==> src/rtl/ir_pkg.sv <==
// Shared types, NEC timing defaults and checksum helper for the NEC IR receiver.
// Optional glitch filter in the top is enabled by defining IR_GLITCH_FILTER_EN.
package ir_pkg;

    typedef enum logic [2:0] {
        IDLE,
        LEAD_MARK,
        LEAD_SPACE,
        BIT_MARK,
        BIT_SPACE,
        STOP_MARK,
        RPT_MARK
    } ir_state_e;

    localparam int NEC_LEAD_MARK_MIN       = 8000;
    localparam int NEC_LEAD_SPACE_DATA_MIN = 3500;
    localparam int NEC_LEAD_SPACE_RPT_MIN  = 1800;
    localparam int NEC_BIT_ONE_MIN         = 1100;
    localparam int NEC_TIMEOUT_TICKS       = 12000;

    // Widest code the checksum helper accepts; narrower codes are zero-extended.
    localparam int CHK_MAX_W = 128;

    // Every 16-bit half must carry a byte followed by its bitwise complement.
    function automatic logic checksum_ok(input logic [CHK_MAX_W-1:0] code, input int width);
        logic ok;
        ok = 1'b1;
        for (int h = 0; h < CHK_MAX_W / 16; h++) begin
            if (h < width / 16 && code[h*16+8 +: 8] != ~code[h*16 +: 8])
                ok = 1'b0;
        end
        return ok;
    endfunction

endpackage

==> src/rtl/ir_tick_gen.sv <==
// Sample-tick prescaler: one-cycle o_tick pulse every CLK_DIV system clocks.
// Part of nec_ir_receiver (optional IR_GLITCH_FILTER_EN lives in the top).
module ir_tick_gen #(
    parameter int CLK_DIV = 50
) (
    input  logic i_clk,
    input  logic i_reset,
    output logic o_tick
);

    localparam int CW = (CLK_DIV > 1) ? $clog2(CLK_DIV) : 1;
    localparam logic [CW-1:0] DIV_LAST = CW'(CLK_DIV - 1);

    logic [CW-1:0] div_q;
    logic          tick_q;

    // NOTE: sequential state uses non-blocking assignments so every flop samples pre-edge values.
    always_ff @(posedge i_clk) begin
        if (i_reset) begin
            div_q  <= '0;
            tick_q <= 1'b0;
        end else if (div_q == DIV_LAST) begin
            div_q  <= '0;
            tick_q <= 1'b1;
        end else begin
            div_q  <= div_q + 1'b1;
            tick_q <= 1'b0;
        end
    end

    assign o_tick = tick_q;

endmodule

==> src/rtl/nec_ir_receiver.sv <==
// NEC IR frame receiver: synchroniser, tick-timed FSM, checksum, strobes.
// Define IR_GLITCH_FILTER_EN to insert a 3-tap majority filter before edge detection.
module nec_ir_receiver
    import ir_pkg::*;
#(
    parameter int CLK_DIV             = 50,
    parameter int SIGNAL_WIDTH        = 32,
    parameter int CNT_W               = 16,
    parameter int LEAD_MARK_MIN       = NEC_LEAD_MARK_MIN,
    parameter int LEAD_SPACE_DATA_MIN = NEC_LEAD_SPACE_DATA_MIN,
    parameter int LEAD_SPACE_RPT_MIN  = NEC_LEAD_SPACE_RPT_MIN,
    parameter int BIT_ONE_MIN         = NEC_BIT_ONE_MIN,
    parameter int TIMEOUT_TICKS       = NEC_TIMEOUT_TICKS
) (
    input  logic                    i_clk,
    input  logic                    i_reset,
    input  logic                    i_ir_signal,
    output logic [SIGNAL_WIDTH-1:0] o_code,
    output logic                    o_valid,
    output logic                    o_checksum_valid,
    output logic                    o_repeat,
    output logic                    o_error
);

    localparam int BCW = $clog2(SIGNAL_WIDTH + 1);
    localparam logic [BCW-1:0]   BIT_LAST    = BCW'(SIGNAL_WIDTH - 1);
    localparam logic [CNT_W-1:0] CNT_MAX     = '1;
    localparam logic [CNT_W-1:0] T_LEAD_MARK = CNT_W'(LEAD_MARK_MIN);
    localparam logic [CNT_W-1:0] T_DATA      = CNT_W'(LEAD_SPACE_DATA_MIN);
    localparam logic [CNT_W-1:0] T_RPT       = CNT_W'(LEAD_SPACE_RPT_MIN);
    localparam logic [CNT_W-1:0] T_ONE       = CNT_W'(BIT_ONE_MIN);
    localparam logic [CNT_W-1:0] T_TIMEOUT   = CNT_W'(TIMEOUT_TICKS);

    logic tick;

    ir_tick_gen #(.CLK_DIV(CLK_DIV)) u_tick_gen (
        .i_clk  (i_clk),
        .i_reset(i_reset),
        .o_tick (tick)
    );

    // Synchroniser resets to the idle-high level so reset release never looks like a mark.
    logic sync1_q, sync2_q, line, line_prev_q;

    always_ff @(posedge i_clk) begin
        if (i_reset) begin
            sync1_q <= 1'b1;
            sync2_q <= 1'b1;
        end else begin
            sync1_q <= i_ir_signal;
            sync2_q <= sync1_q;
        end
    end

`ifdef IR_GLITCH_FILTER_EN
    logic [1:0] taps_q;

    always_ff @(posedge i_clk) begin
        if (i_reset)
            taps_q <= 2'b11;
        else if (tick)
            taps_q <= {taps_q[0], sync2_q};
    end

    assign line = (sync2_q & taps_q[0]) | (sync2_q & taps_q[1]) | (taps_q[0] & taps_q[1]);
`else
    assign line = sync2_q;
`endif

    always_ff @(posedge i_clk) begin
        if (i_reset)
            line_prev_q <= 1'b1;
        else if (tick)
            line_prev_q <= line;
    end

    logic fall, rise;
    assign fall = tick & line_prev_q & ~line;
    assign rise = tick & ~line_prev_q & line;

    ir_state_e               state_q;
    logic [CNT_W-1:0]        cnt_q;
    logic [BCW-1:0]          bitcnt_q;
    logic [SIGNAL_WIDTH-1:0] shift_q, code_q;
    logic                    chk_q, valid_q, repeat_q, error_q, have_code_q;
    logic                    abort;

    // NOTE: combinational outputs get a default first so no path leaves them unassigned (no latch).
    always_comb begin
        abort = 1'b0;
        if (tick && state_q != IDLE) begin
            if (!rise && !fall)
                abort = (cnt_q >= T_TIMEOUT);
            else if (state_q == LEAD_MARK)
                abort = (cnt_q < T_LEAD_MARK);
            else if (state_q == LEAD_SPACE)
                abort = (cnt_q < T_RPT);
        end
    end

    always_ff @(posedge i_clk) begin
        if (i_reset) begin
            state_q     <= IDLE;
            cnt_q       <= '0;
            bitcnt_q    <= '0;
            shift_q     <= '0;
            code_q      <= '0;
            chk_q       <= 1'b0;
            valid_q     <= 1'b0;
            repeat_q    <= 1'b0;
            error_q     <= 1'b0;
            have_code_q <= 1'b0;
        end else begin
            valid_q  <= 1'b0;
            repeat_q <= 1'b0;
            error_q  <= 1'b0;
            if (tick) begin
                if (cnt_q != CNT_MAX)
                    cnt_q <= cnt_q + 1'b1;
                if (rise || fall || state_q == IDLE)
                    cnt_q <= '0;
                if (abort) begin
                    error_q <= 1'b1;
                    shift_q <= '0;
                    state_q <= IDLE;
                end else begin
                    unique case (state_q)
                        IDLE:       if (fall) state_q <= LEAD_MARK;
                        LEAD_MARK:  if (rise) state_q <= LEAD_SPACE;
                        LEAD_SPACE: if (fall) begin
                            if (cnt_q >= T_DATA) begin
                                bitcnt_q <= '0;
                                state_q  <= BIT_MARK;
                            end else begin
                                state_q  <= RPT_MARK;
                            end
                        end
                        BIT_MARK:   if (rise) state_q <= BIT_SPACE;
                        BIT_SPACE:  if (fall) begin
                            shift_q  <= {cnt_q >= T_ONE, shift_q[SIGNAL_WIDTH-1:1]};
                            bitcnt_q <= bitcnt_q + 1'b1;
                            state_q  <= (bitcnt_q == BIT_LAST) ? STOP_MARK : BIT_MARK;
                        end
                        STOP_MARK:  if (rise) begin
                            code_q      <= shift_q;
                            chk_q       <= checksum_ok(CHK_MAX_W'(shift_q), SIGNAL_WIDTH);
                            valid_q     <= 1'b1;
                            have_code_q <= 1'b1;
                            state_q     <= IDLE;
                        end
                        RPT_MARK:   if (rise) begin
                            repeat_q <= have_code_q;
                            state_q  <= IDLE;
                        end
                        default:    state_q <= IDLE;
                    endcase
                end
            end
        end
    end

    assign o_code           = code_q;
    assign o_valid          = valid_q;
    assign o_checksum_valid = chk_q;
    assign o_repeat         = repeat_q;
    assign o_error          = error_q;

endmodule

==> config.mk <==
export PLATFORM = sky130hd
export DESIGN_NAME = nec_ir_receiver
export DESIGN_NICKNAME = d
export VERILOG_FILES = /design/src/rtl/ir_pkg.sv /design/src/rtl/ir_tick_gen.sv /design/src/rtl/nec_ir_receiver.sv
export SDC_FILE = /design/constraint.sdc
export NUM_CORES = 1
export LEC_CHECK = 0
export ABC_CLOCK_PERIOD_IN_PS = 4600
export BUFFER_PORTS_ARGS = -buffer_cell sky130_fd_sc_hd__buf_2
export CELL_PAD_IN_SITES_DETAIL_PLACEMENT = 0
export CELL_PAD_IN_SITES_GLOBAL_PLACEMENT = 1
export CORE_MARGIN = 2
export CORE_UTILIZATION = 48
export CTS_CLUSTER_DIAMETER = 50
export DETAILED_ROUTE_END_ITERATION = 16
export PLACE_DENSITY = 0.86
export RECOVER_POWER = 25
export SYNTH_ARGS = -nofsm -noshare
export SYNTH_HDL_FRONTEND = slang
export SYNTH_HIERARCHICAL = 1
export SYNTH_SLANG_ARGS = --single-unit
==> constraint.sdc <==
create_clock -name i_clk -period 4.6 [get_ports i_clk]
set_clock_uncertainty 0.2 [all_clocks]
set_input_delay 0.23 -clock i_clk [delete_from_list [all_inputs] [get_ports i_clk]]
set_output_delay 0.23 -clock i_clk [all_outputs]
set_load 0.005 [all_outputs]
==> Word-level counts from Yosys, hierarchy flattened <==
Index checks and enable logic that the tools add are counted.
{ "classes": {"addsub": 3, "n_lt_le_gt_ge": 5, "eq_ne": 20, "mux": 28, "bitwise_logic": 13, "n_reduce_logical": 22} }
{ "ops": {"columns": ["operator", "n"], "rows": [
  ["32-bit two-way mux", 3],
  ["16-bit two-way mux", 2],
  ["3-bit two-way mux", 9],
  ["6-bit two-way mux", 3],
  ["3-bit one-hot mux with 6 select lines", 1],
  ["16-bit by 1-bit adder with 16-bit output (second input constant)", 1],
  ["16-bit by 11-bit >= comparator with 1-bit output (second input constant)", 1],
  ["16-bit by 12-bit >= comparator with 1-bit output (second input constant)", 1],
  ["16-bit by 14-bit >= comparator with 1-bit output (second input constant)", 1],
  ["16-bit by 11-bit < comparator with 1-bit output (second input constant)", 1],
  ["16-bit by 13-bit < comparator with 1-bit output (second input constant)", 1],
  ["16-bit inequality test (second input constant)", 1],
  ["8-bit inequality test", 2],
  ["8-bit inverter", 2],
  ["3-bit inequality test (second input constant)", 5],
  ["6-bit by 1-bit adder with 6-bit output (second input constant)", 2],
  ["6-bit one-hot mux with 2 select lines", 1],
  ["3-bit equality test (second input constant)", 3],
  ["1-bit two-way mux", 9],
  ["2-bit nonzero test", 4],
  ["1-bit inverter", 7],
  ["7-bit AND reduction", 1],
  ["3-bit by 2-bit equality test with 1-bit output (second input constant)", 2],
  ["6-bit by 5-bit equality test with 1-bit output (second input constant)", 1],
  ["other kinds (18)", 27]
]} }
{ "totals": {"ff_bits": 104, "in_bits": 3, "out_inout_bits": 36, "elab_cells": 106} }

==> Longest topological paths before layout <==
Gate-level depths: netlist (run 1).
{ "logic_depth": {"ltp_word": 9, "mapped_depth": 7, "ltp_nobuf": 6} }

==> Modules after synthesis <==
The synthesis (run 1) kept the hierarchy.
{ "by_module_without_submodules": {"columns": ["module", "n_inst", "cells_per_inst", "area_per_inst_um2", "seq_area_each_um2"], "rows": [
  ["nec_ir_receiver", 1, 477, 4171.5, 1941.9],
  ["ir_tick_gen", 1, 28, 280.3, 140.1]
]} }

==> Worst setup path after synthesis (run 1) <==
Ideal clock, no wire load.
{ "synth_timing": {"path_kind": "reg2reg", "from": "register cnt_q[6]", "to": "register shift_q[11]", "t_arrival_ns": 1.834, "required_time_ns": 4.343, "slack_ns": 2.509, "stages_incl_launch_ff": 8, "path_buffers": 2, "synth_period_minus_slack_ns": 2.091, "path_cell_list": "dfxtp_1 > buf_6 > a31oi_1 > o21bai_1 > a2111o_1 > a311oi_4 > buf_6 > a22o_2"} }
{ "synth_between": {"elab_chain_len": 7} }
{ "synth_lines": {"columns": ["element", "line", "rtl"], "rows": [
  ["start: declaration", "nec_ir_receiver.sv:82", "logic [CNT_W-1:0] cnt_q;"],
  ["start signal: assignment", "nec_ir_receiver.sv:119", "cnt_q <= cnt_q + 1'b1;"],
  ["16-bit by 11-bit < comparator with 1-bit output", "nec_ir_receiver.sv:97", "abort = (cnt_q < T_RPT);"],
  ["1-bit two-way mux", "nec_ir_receiver.sv:96", "else if (state_q == LEAD_SPACE)"],
  ["1-bit two-way mux", "nec_ir_receiver.sv:94", "else if (state_q == LEAD_MARK)"],
  ["1-bit two-way mux *", "nec_ir_receiver.sv:92", "if (!rise && !fall)"],
  ["1-bit two-way mux *", "nec_ir_receiver.sv:91", "if (tick && state_q != IDLE) begin"],
  ["2-bit nonzero test (no source line)", null, null],
  ["3-bit AND reduction (no source line)", null, null],
  ["end signal: assignment", "nec_ir_receiver.sv:140", "shift_q <= {cnt_q >= T_ONE, shift_q[SIGNAL_WIDTH-1:1]};"],
  ["end: declaration", "nec_ir_receiver.sv:84", "logic [SIGNAL_WIDTH-1:0] shift_q, code_q;"]
]} }
Every way passes the cells marked *; elsewhere a longest branch is shown, timed or not.
A chain may end at the register's enable or synchronous reset.

==> Worst setup path in the final report (run 1) <==
{ "layout_timing": {"from": "register u_tick_gen.tick_q (netlist: u_tick_gen/o_tick)", "to": "register shift_q[17]"} }
{ "layout_between": {"elab_chain_len": 8} }
{ "layout_lines": {"columns": ["element", "line", "rtl"], "rows": [
  ["start: declaration", "ir_tick_gen.sv:15", "logic tick_q;"],
  ["start signal: assignment", "ir_tick_gen.sv:21", "tick_q <= 1'b0;"],
  ["start signal: assignment", "ir_tick_gen.sv:24", "tick_q <= 1'b1;"],
  ["start signal: assignment", "ir_tick_gen.sv:27", "tick_q <= 1'b0;"],
  ["1-bit bitwise AND (on tied branches) (2 in series)", "nec_ir_receiver.sv:79, nec_ir_receiver.sv:78", null],
  ["1-bit logical NOT", "nec_ir_receiver.sv:92", null],
  ["1-bit logical AND", "nec_ir_receiver.sv:92", null],
  ["1-bit two-way mux", "nec_ir_receiver.sv:92", null],
  ["1-bit two-way mux", "nec_ir_receiver.sv:91", null],
  ["2-bit nonzero test (no source line)", null, null],
  ["3-bit AND reduction (no source line)", null, null]
]} }
Several ways; a longest one is shown, not always the timed one.

==> flow_summary.toml, run 1 <==
[logic_synthesis]
synth_ff_type = "dfxtp_1"
synth_seq_cells = 104
yosysSeqAreaShare_pct = 46.8
synth_cell_types = 54
syn_nets = 513
synth_async_sr_flop_share_pct = 0
syn-mean-instance-area_um2 = 8.82
ys.warnings.count = 6
synth_edf_count = 0
netlist_area_um2 = 4450
postSynthCellCount = 505

[timing]
maxSlewHeadroom_pct = 17.0
tightest_slew_ps = 1240
fmax_mhz = 334
finalMaxSlewViolations = 0
fin_crit_ps = 2990
hold_violations = 0
rsz0062_at_grt = "false"
fin_tns_setup_ps = 0
min_period_over_period_pct = 65.0
setup_violations = 0
holdWs_ps = 221

[floorplan]
dieHeight_um = 100
die_area_um2 = 10100
io_pins = 39
dieWidth_um = 100
core_um2 = 9110
initial_core_util_pct = 48.9
std_cell_rows = 35

[critical_path]
end_kind = "flip-flop"
critPathLaunchType = "flip-flop"
cpMaxStageDelayCell = "a311oi_4"
crit_chain = "inv_1, nor2_1, a2111o_1, a311oi_4, a22o_2"
reg2reg_depth = 5
r2r_start = "u_tick_gen/o_tick$_SDFF_PP0_"
cp-startpoint = "u_tick_gen/o_tick$_SDFF_PP0_"
cp_slowest_stage_delay_ps = 1110
criticalPathCategory = "flip-flop to flip-flop"
critPathMaxFanout = 31
reg2reg_to = "shift_q[17]$_SDFFE_PP0P_"
cp.required_ps = 4700
worstSetupEndpoint = "shift_q[17]$_SDFFE_PP0P_"
arrival_ps = 3090
r2r_setup_slack_ps = 1610

[clock_network]
clock-sinks = 104
clk_path_buf_depth = 2
cts_resized = 0
cts_tree = "done"
cts_buffers = 9
cts-root-buf = "clkbuf_8"
clk_pin_slew_worst_paths_ps = 100
post-cts-setup-buffers = 0
insertion_delay_ps = 360
htreeDepth = 3

[route]
drtAntennaViolNets = 0
wl_per_cell_um = 14.3
routed_via_density = 5.58
wirelength_mm = 9.16
drtIter0Drc = 155
drc = 0
dr.pass1.iters = 4
vias = 3585

[job]
max-cap-violations = 0

[run_status]
status = "complete, no violations"

[cells_and_area]
syn_to_final_growth_pct = 8.63
diodes = 0
fin_nets = 535
fill_cells = 872
postLayoutCoreUtil_pct = 53.1
drive_gt1_share_pct = 13.2

[placed_design]
dp_hpwl_mm = 6.38
portBuffers = 38
place_congestion = 0.863

[power_and_ir_drop]
peakVddDrop_v = 0.000127
cellInternalPower_w = 0.00111
swShare_pct = 23.5
seq_power_share_pct = 62.3
pwr_density_cell_nw_per_um2 = 301
pwr-share-clk_pct = 35.9
comb_power_share_pct = 1.8
p_sw_w = 0.000342
p_leak_nw = 1.85

[global_route]
grt_pass1_wl_mm = 16.0
grt_pass1_vias = 3467
antenna_found_initial = 0
grt_overflow = 0
groute.usage.overall_pct = 19.3
grt_max_degree = 44

[min_path]
hp-class = "flip-flop to flip-flop"
-- worst min path at each step --
| stage | start | to | slack, ps | cells past startpoint |
|---|---|---|---|---|
| after floorplan | i_reset | u_tick_gen/o_tick$_SDFF_PP0_ | 100 | 1 |
| after global placement | sync1_q$_SDFF_PP1_ | line$_SDFF_PP1_ | 200 | 1 |
| after detailed placement | sync1_q$_SDFF_PP1_ | line$_SDFF_PP1_ | 200 | 1 |
| after CTS | sync1_q$_SDFF_PP1_ | line$_SDFF_PP1_ | 220 | 1 |
| after global routing | sync1_q$_SDFF_PP1_ | line$_SDFF_PP1_ | 240 | 1 |
| final | sync1_q$_SDFF_PP1_ | line$_SDFF_PP1_ | 220 | 1 |
-- Yosys cell counts, types with 2 or more instances --
cell / instances / area, um^2
a22o_1: 20 / 175
xor2_1: 18 / 158
nand3_1: 14 / 70.1
a31oi_1: 4 / 25.0
nor3_1: 6 / 30.0
dfxtp_1: 104 / 2080
or4_1: 2 / 15.0
and3_1: 5 / 31.3
a22o_2: 11 / 110
o21ai_0: 14 / 70.1
xnor2_1: 8 / 70.1
a221oi_1: 3 / 26.3
inv_1: 12 / 45.0
and3_2: 2 / 15.0
nand4_1: 14 / 87.6
a2111o_1: 2 / 22.5
nor3b_1: 2 / 15.0
o31ai_1: 2 / 15.0
a311oi_1: 2 / 17.5
or2_2: 4 / 25.0
o2111ai_1: 2 / 17.5
nand4b_1: 2 / 17.5
clkbuf_1: 26 / 97.6
a21oi_1: 50 / 250
nor2_1: 30 / 113
nand2_1: 86 / 323
o211ai_1: 8 / 60.1
a2111oi_0: 2 / 17.5
and2_1: 2 / 12.5
or3_1: 5 / 31.3
nor4_1: 4 / 25.0
o2111a_1: 2 / 22.5
buf_2: 2 / 10.0
a211oi_1: 2 / 15.0
buf_6: 5 / 56.3
nor2b_1: 6 / 37.5
ha_1: 5 / 62.6
-- sequential cells by signal (all words and copies together), names as in the netlist --
name               count
o_checksum_valid       1
state_q                3
sync1_q                1
o_code                32
o_error                1
line                   1
shift_q               32
bitcnt_q               6
line_prev_q            1
o_repeat               1
u_tick_gen/o_tick      1
o_valid                1
cnt_q                 16
have_code_q            1
u_tick_gen/div_q       6
-- per-layer routing --
metal  routed length [um]  vias up  track usage (%)
li1                     -     1847                -
met1                 4310     1640             25.0
met2                 4360       80             32.3
met3                  285       18             3.97
met4                  208        0             6.53
met5                    0        -                0
-- power groups by stage --
stage | combinational, W | sequential, W | clock, W
floorplan | 0.0000226 | 0.000926 | 0
global placement | 0.0000252 | 0.000926 | 0
detailed placement | 0.0000260 | 0.000927 | 0
CTS | 0.0000276 | 0.000906 | 0.000539
global route | 0.0000304 | 0.000907 | 0.000581
finish | 0.0000269 | 0.000906 | 0.000522
-- final cells by class --
class                           instances  area, um^2  share of cell area [%]
Clock inverter                          6        51.3                    1.06
Inverter                               12        45.0                   0.931
Clock buffer                            9         124                    2.56
Tap cell                              111         139                    2.87
Timing Repair Buffer                   44         226                    4.68
Multi-Input combinational cell        356        2170                    44.8
Sequential cell                       104        2080                    43.1
-- cell usage in the layout, fill, tap and decap left out, types with 3 or more instances in the layout --
cell type,count
inv_6,3
nor2_1,29
or3_1,5
clkbuf_8,9
nand2_1,86
a221oi_1,3
a21oi_1,50
nand4_1,14
a22o_2,11
xor2_1,18
ha_1,5
dfxtp_1,104
xnor2_1,8
o21ai_0,14
nand3_1,14
nor2b_1,6
nor4_1,4
clkbuf_1,11
inv_1,12
nor3_1,5
or2_2,4
and3_1,5
o211ai_1,8
a31oi_1,4
buf_2,27
buf_4,4
a22o_1,20
-- logic make-up after synthesis --
| kind of cell | Yosys count | share of synthesized area (%) |
|---|---|---|
| AO/OA/AOI/OAI | 132 | 20.9 |
| XOR/XNOR | 27 | 5.48 |
| adder cells (fa/ha/maj) | 5 | 1.41 |
| buffers and inverters | 45 | 4.69 |
| flip-flops | 104 | 46.8 |
| multiplexers | 1 | 0.225 |
| AND/OR/NAND/NOR | 191 | 20.6 |
-- what timing repair did --
| item | CTS | global route |
|---|---|---|
| setup endpoints to repair | 0 | 0 |
| hold buffers | 2 | 0 |
| endpoints found under the hold margin | 6 | 0 |
-- worst max-delay path, delay by kind of cell, from the launching register on --
| family | cells | cell delay [ps] |
|---|---|---|
| AO/OA/AOI/OAI | 3 | 1930 |
| AND/OR/NAND/NOR | 1 | 110 |
| flip-flops | 1 | 450 |
| buffers and inverters | 1 | 240 |
-- per-stage QoR --
stage	std cells	worst slack, ps	area [um^2]	power, W
global route	642	1430	4840	0.00152
floorplan	505	2510	4450	0.000949
detailed placement	625	1650	4650	0.000953
CTS	642	1640	4850	0.00147
global placement	625	1730	4650	0.000952
finish	642	1610	4840	0.00145
(Power assumes the default switching activity.)
==> run 2, diff against run 1 <==
Settings changed: ABC_AREA set to 1, ABC_CLOCK_PERIOD_IN_PS 4600 to 2710, CORE_UTILIZATION 48 to 40, PLACE_DENSITY 0.86 to 0.79.
Clock period 4.6 ns to 2.71 ns, I/O delays scaled along.
==> run 2 against run 1 <==
Net effect: critical path depth rose by 5; non-clock buffer count rose by 3; worst setup slack got worse by 1100 ps; sequential share of layout area fell by 5.4 points; sequential cell count did not move; routed wire length rose by 19%; synthesized cell count rose by 31%; first-iteration DRC count rose by 100%; critical endpoint is now cnt_q[0]$_SDFFE_PP0P_; largest cell class unchanged.
==> flow_summary.toml, run 2 <==
[power_and_ir_drop]
pwr-share-clk_pct = 44.8
swShare_pct = 23.2
comb_power_share_pct = 2.1
p_sw_w = 0.000670
seq_power_share_pct = 53.2
pwr_density_cell_nw_per_um2 = 523
peakVddDrop_v = 0.000262
cellInternalPower_w = 0.00222
p_leak_nw = 2.02

[critical_path]
reg2reg_depth = 10
criticalPathCategory = "flip-flop to flip-flop"
critPathLaunchType = "flip-flop"
cp_slowest_stage_delay_ps = 410
crit_chain = "ha_1, inv_1, nor2_2, nand2_1, nor2_1, nand2_2, nand2_2, inv_2, o21ai_0, nor2_1"
critPathMaxFanout = 21
cp.required_ps = 2750
r2r_start = "cnt_q[0]$_SDFFE_PP0P_"
end_kind = "flip-flop"
arrival_ps = 2280
r2r_setup_slack_ps = 470
cpMaxStageDelayCell = "dfxtp_1"
reg2reg_to = "cnt_q[0]$_SDFFE_PP0P_"

[clock_network]
cts_tree = "done"
hold_buffers = 2
clk_pin_slew_worst_paths_ps = 70
clk_path_buf_depth = 2
cts_resized = 0
cts-root-buf = "clkbuf_16"
insertion_delay_ps = 350
post-cts-setup-buffers = 0
htreeDepth = 3
cts_buffers = 9
clock-sinks = 104

[timing]
fin_tns_setup_ps = 0
tightest_slew_ps = 535
min_period_over_period_pct = 82.7
fmax_mhz = 446
maxSlewHeadroom_pct = 64.3
finalMaxSlewViolations = 0
hold_violations = 0
holdWs_ps = 212
setup_violations = 0
fin_crit_ps = 2240
rsz0062_at_grt = "false"

[logic_synthesis]
synth_area_leaders = "dfxtp_1, nor2_1, nand2_1"
synth_commonest_cells = "nor2_1, dfxtp_1, nand2_1"
syn_nets = 672
syn-mean-instance-area_um2 = 7.53
yosysTopAreaCell = "dfxtp_1"
synth_top_area_share_pct = 41.7
yosysSeqAreaShare_pct = 41.7
synth_cell_types = 34
synth_edf_count = 0
synth_seq_cells = 104
synth_async_sr_flop_share_pct = 0
ys.warnings.count = 6
synth.most_common_cell = "nor2_1"
netlist_area_um2 = 5000
synth_ff_type = "dfxtp_1"
postSynthCellCount = 664

[cells_and_area]
syn_to_final_growth_pct = 10.5
final_area_um2 = 5520
layout_common_cells = "nor2_1, dfxtp_1, nand2_1"
postLayoutCoreUtil_pct = 45.6
fin_nets = 698
final_common_cell = "nor2_1"
drive_gt1_share_pct = 17.8
diodes = 0

[route]
drtIter0Drc = 310
drc = 0
routed_via_density = 4.96
drtAntennaViolNets = 0
wirelength_mm = 10.9
dr.pass1.iters = 6
wl_per_cell_um = 12.7
vias = 4284

[global_route]
groute.usage.overall_pct = 17.3
grt_pass1_wl_mm = 18.7
grt_max_degree = 40
antenna_found_initial = 0
grt_overflow = 0
grt_pass1_vias = 4051

[placed_design]
dp_hpwl_mm = 7.63
place_area_um2 = 5240
place_congestion = 0.876
portBuffers = 38

[floorplan]
die_area_um2 = 13400
io_pins = 39
dieHeight_um = 116
core_um2 = 12100
std_cell_rows = 40
initial_core_util_pct = 41.3
dieWidth_um = 116

[run_status]
status = "complete, no violations"

[min_path]
whs_endpoint = "line$_SDFF_PP1_"
hp-class = "flip-flop to flip-flop"
hold_start = "sync1_q$_SDFF_PP1_"
min_path_cells = 1

[job]
max-cap-violations = 0
## run 2: worst max-delay path by stage
stage                     startpoint                      to  slack, ps  cells after the start
2_1_floorplan  cnt_q[0]$_SDFFE_PP0P_  cnt_q[10]$_SDFFE_PP0P_        900                     11
3_3_place_gp   cnt_q[0]$_SDFFE_PP0P_   cnt_q[0]$_SDFFE_PP0P_        520                     10
3_5_place_dp   cnt_q[0]$_SDFFE_PP0P_   cnt_q[0]$_SDFFE_PP0P_        470                     10
4_1_cts        cnt_q[0]$_SDFFE_PP0P_   cnt_q[0]$_SDFFE_PP0P_        460                     10
5_1_grt        cnt_q[0]$_SDFFE_PP0P_   cnt_q[0]$_SDFFE_PP0P_        210                     10
6_report       cnt_q[0]$_SDFFE_PP0P_   cnt_q[0]$_SDFFE_PP0P_        470                     10
## run 2: metrics by stage
stage,instances,setup WS [ps],total power [W]
global route,863,213,0.00300
floorplan,664,900,0.00161
detailed placement,845,468,0.00163
CTS,863,456,0.00293
global placement,845,519,0.00163
finish,863,469,0.00289
## run 2: kinds of logic after synthesis
| logic type | synth area share [%] |
|---|---|
| simple gates | 31.6 |
| flops | 41.7 |
| buf+inv | 7.56 |
| fa+ha+maj | 1.25 |
| xor+xnor | 4.21 |
| compound gates | 13.7 |
## run 2: routing by layer
| layer | up-vias | GRT usage, % | part of all wire [%] |
|---|---|---|---|
| li1 | 2206 | - | - |
| met1 | 1980 | 22.2 | 49 |
| met2 | 88 | 28.7 | 46 |
| met3 | 10 | 3.45 | 4.0 |
| met4 | 0 | 6.51 | 1.4 |
| met5 | - | 0 | 0 |
## run 2: critical path: cells and delay by family, from the launching register on
family | cells | cell delay, ps
AO/OA/AOI/OAI | 1 | 200
adder cells (fa/ha/maj) | 1 | 210
buffers and inverters | 2 | 270
flip-flops | 1 | 410
AND/OR/NAND/NOR | 6 | 830
## run 2: area by class of cell
type                            instances  area [um^2]
Tap cell                              168          210
Sequential cell                       104         2080
Timing Repair Buffer                   47          236
Fill cell                            1284         6590
Inverter                               43          166
Clock buffer                           10          239
Clock inverter                          6         56.3
Multi-Input combinational cell        485         2530
## run 2: power by group through the flow
stage | clock network [W] | registers, W | logic [W]
CTS | 0.00133 | 0.00154 | 0.0000621
finish | 0.00129 | 0.00154 | 0.0000600
global placement | 0 | 0.00157 | 0.0000586
detailed placement | 0 | 0.00157 | 0.0000596
floorplan | 0 | 0.00157 | 0.0000425
global route | 0.00140 | 0.00154 | 0.0000689
==> run 3, diff against run 2 <==
Settings changed: ABC_CLOCK_PERIOD_IN_PS 2710 to 2200, CORE_UTILIZATION 40 to 44, PLACE_DENSITY 0.79 to 0.82.
Clock period 2.71 ns to 2.2 ns, I/O delays scaled along.
==> run 3 against run 2 <==
Net effect: core utilization increased by 5.9 points; critical path depth increased by 1; maximum frequency increased by 11%; largest cell class unchanged; critical path type unchanged.
==> flow_summary.toml, run 3 (synthesized netlist as in run 2, its figures left out) <==
[run_status]
status = "complete, no violations"

[clock_network]
clk_pin_slew_worst_paths_ps = 70
insertion_delay_ps = 360
clk_path_buf_depth = 2
cts_tree = "done"
cts-root-buf = "clkbuf_16"
htreeDepth = 3
clock-sinks = 104
post-cts-setup-buffers = 0
cts_buffers = 9

[timing]
hold_violations = 0
maxSlewHeadroom_pct = 72.8
rsz0062_at_grt = "false"
fmax_mhz = 497
tightest_slew_ps = 406
fin_tns_setup_ps = 0
fin_crit_ps = 2010
min_period_over_period_pct = 91.4
finalMaxSlewViolations = 0
setup_violations = 0

[power_and_ir_drop]
pwr_density_cell_nw_per_um2 = 655
peakVddDrop_v = 0.000487
finalPower_w = 0.00370
p_leak_nw = 2.15

[critical_path]
cpMaxStageDelayCell = "dfxtp_1"
critPathMaxFanout = 9
crit_chain = "ha_1, inv_1, nor2_2, nand2_1, nor2_1, nand2_2, nand2_4, buf_4, nor2_1, a21oi_1, nor2_1"
critPathLaunchType = "flip-flop"
arrival_ps = 2050
criticalPathCategory = "flip-flop to flip-flop"
end_kind = "flip-flop"
cp_slowest_stage_delay_ps = 390
crit_top_cell = "nor2_1"
cp.required_ps = 2240

[floorplan]
dieWidth_um = 111
die_area_um2 = 12200
initial_core_util_pct = 45.5
std_cell_rows = 38
io_pins = 39
core_um2 = 11000
dieHeight_um = 111

[cells_and_area]
fin_nets = 709
syn_to_final_growth_pct = 13.2
layout_common_cells = "nor2_1, dfxtp_1, nand2_1"
final_common_cell = "nor2_1"
diodes = 0
drive_gt1_share_pct = 20.6
fill_cells = 1105

[placed_design]
place_congestion = 0.931
portBuffers = 38
dp_hpwl_mm = 7.72

[global_route]
grt_pass1_vias = 4063
groute.usage.overall_pct = 18.5
antenna_found_initial = 0
grt_overflow = 0
grt_max_degree = 58
grt_pass1_wl_mm = 19.0

[route]
drc = 0
routed_via_density = 5.02
wl_met3_um = 367
vias = 4246
drtIter0Drc = 219
drtAntennaViolNets = 0
dr_wl_met2_mm = 5.20
m1WireLength_mm = 5.17
wirelength_mm = 11.0
wl_per_cell_um = 13.0
highest_layer = "met4"
dr.pass1.iters = 4

[job]
max-cap-violations = 0

[min_path]
hp-class = "flip-flop to flip-flop"
[run 3: cell count changes in the layout (fill, tap and decap cells not counted), sizes merged]
cell / previous run / this run
clkinvlp: 1 / 0
clkbuf: 31 / 22
inv: 47 / 43
buf: 24 / 45
bufinv: 0 / 2
clkinv: 1 / 2
[run 3: path summary, 6_finish.rpt]
kind	from	endpoint	slack (ps)	cells after the start
setup / recovery	cnt_q[1]$_SDFFE_PP0P_	cnt_q[9]$_SDFFE_PP0P_	190	11
hold / removal	sync1_q$_SDFF_PP1_	line$_SDFF_PP1_	210	1
setup reg to reg	cnt_q[1]$_SDFFE_PP0P_	cnt_q[9]$_SDFFE_PP0P_	190	11
hold reg to reg	sync1_q$_SDFF_PP1_	line$_SDFF_PP1_	210	1
[run 3: cell type report]
class	count	area, um^2	share of cell area (%)
multi-input combinational	485	2540	44.9
inverter	43	166	2.94
tap	140	175	3.10
sequential	104	2080	36.8
timing repair buffer	58	369	6.53
clock inverter	4	77.6	1.37
clock buffer	11	243	4.29
[run 3: where the power goes]
group	leakage (nW)	internal [W]	switching, W	total, W
Combinational	1.15	0.0000230	0.0000521	0.0000752
Clock	0.156	0.00103	0.000706	0.00173
Sequential	0.839	0.00189	0.00000577	0.00189
Total	2.15	0.00294	0.000764	0.00370
[run 3: worst max-delay path: cells and delay by family, from the launching register on]
family	cells	cell delay, ps
DFF	1	390
AOI/OAI and AO/OA	1	110
and+or+nand+nor	7	700
buffers and inverters	2	260
adders and majority gates	1	210
[run 3: metal layers]
metal | vias to the layer above | global-route usage (%)
met5 | - | 0
met4 | 0 | 7.75
met3 | 13 | 3.18
met2 | 64 | 30.5
met1 | 1945 | 23.8
li1 | 2224 | -
[run 3: per-stage QoR]
| stage | worst slack (ps) | instances | utilization [%] | hold slack (ps) | area [um^2] |
|---|---|---|---|---|---|
| finish | 189 | 845 | 51.5 | 212 | 5660 |
| global route | 48.3 | 845 | 51.5 | 221 | 5660 |
| CTS | 149 | 845 | 51.6 | 214 | 5660 |
| detailed placement | 194 | 828 | 48.5 | 101 | 5320 |
| global placement | 237 | 828 | 48.5 | 98.7 | 5320 |
| floorplan | 390 | 664 | - | -17.6 | 5000 |
[run 3: repair_timing]
action                     in CTS  in global routing
hold buffers                    2                  0
setup endpoints to repair       0                  6
gates resized for setup         0                  2
hold endpoints to repair        3                  0
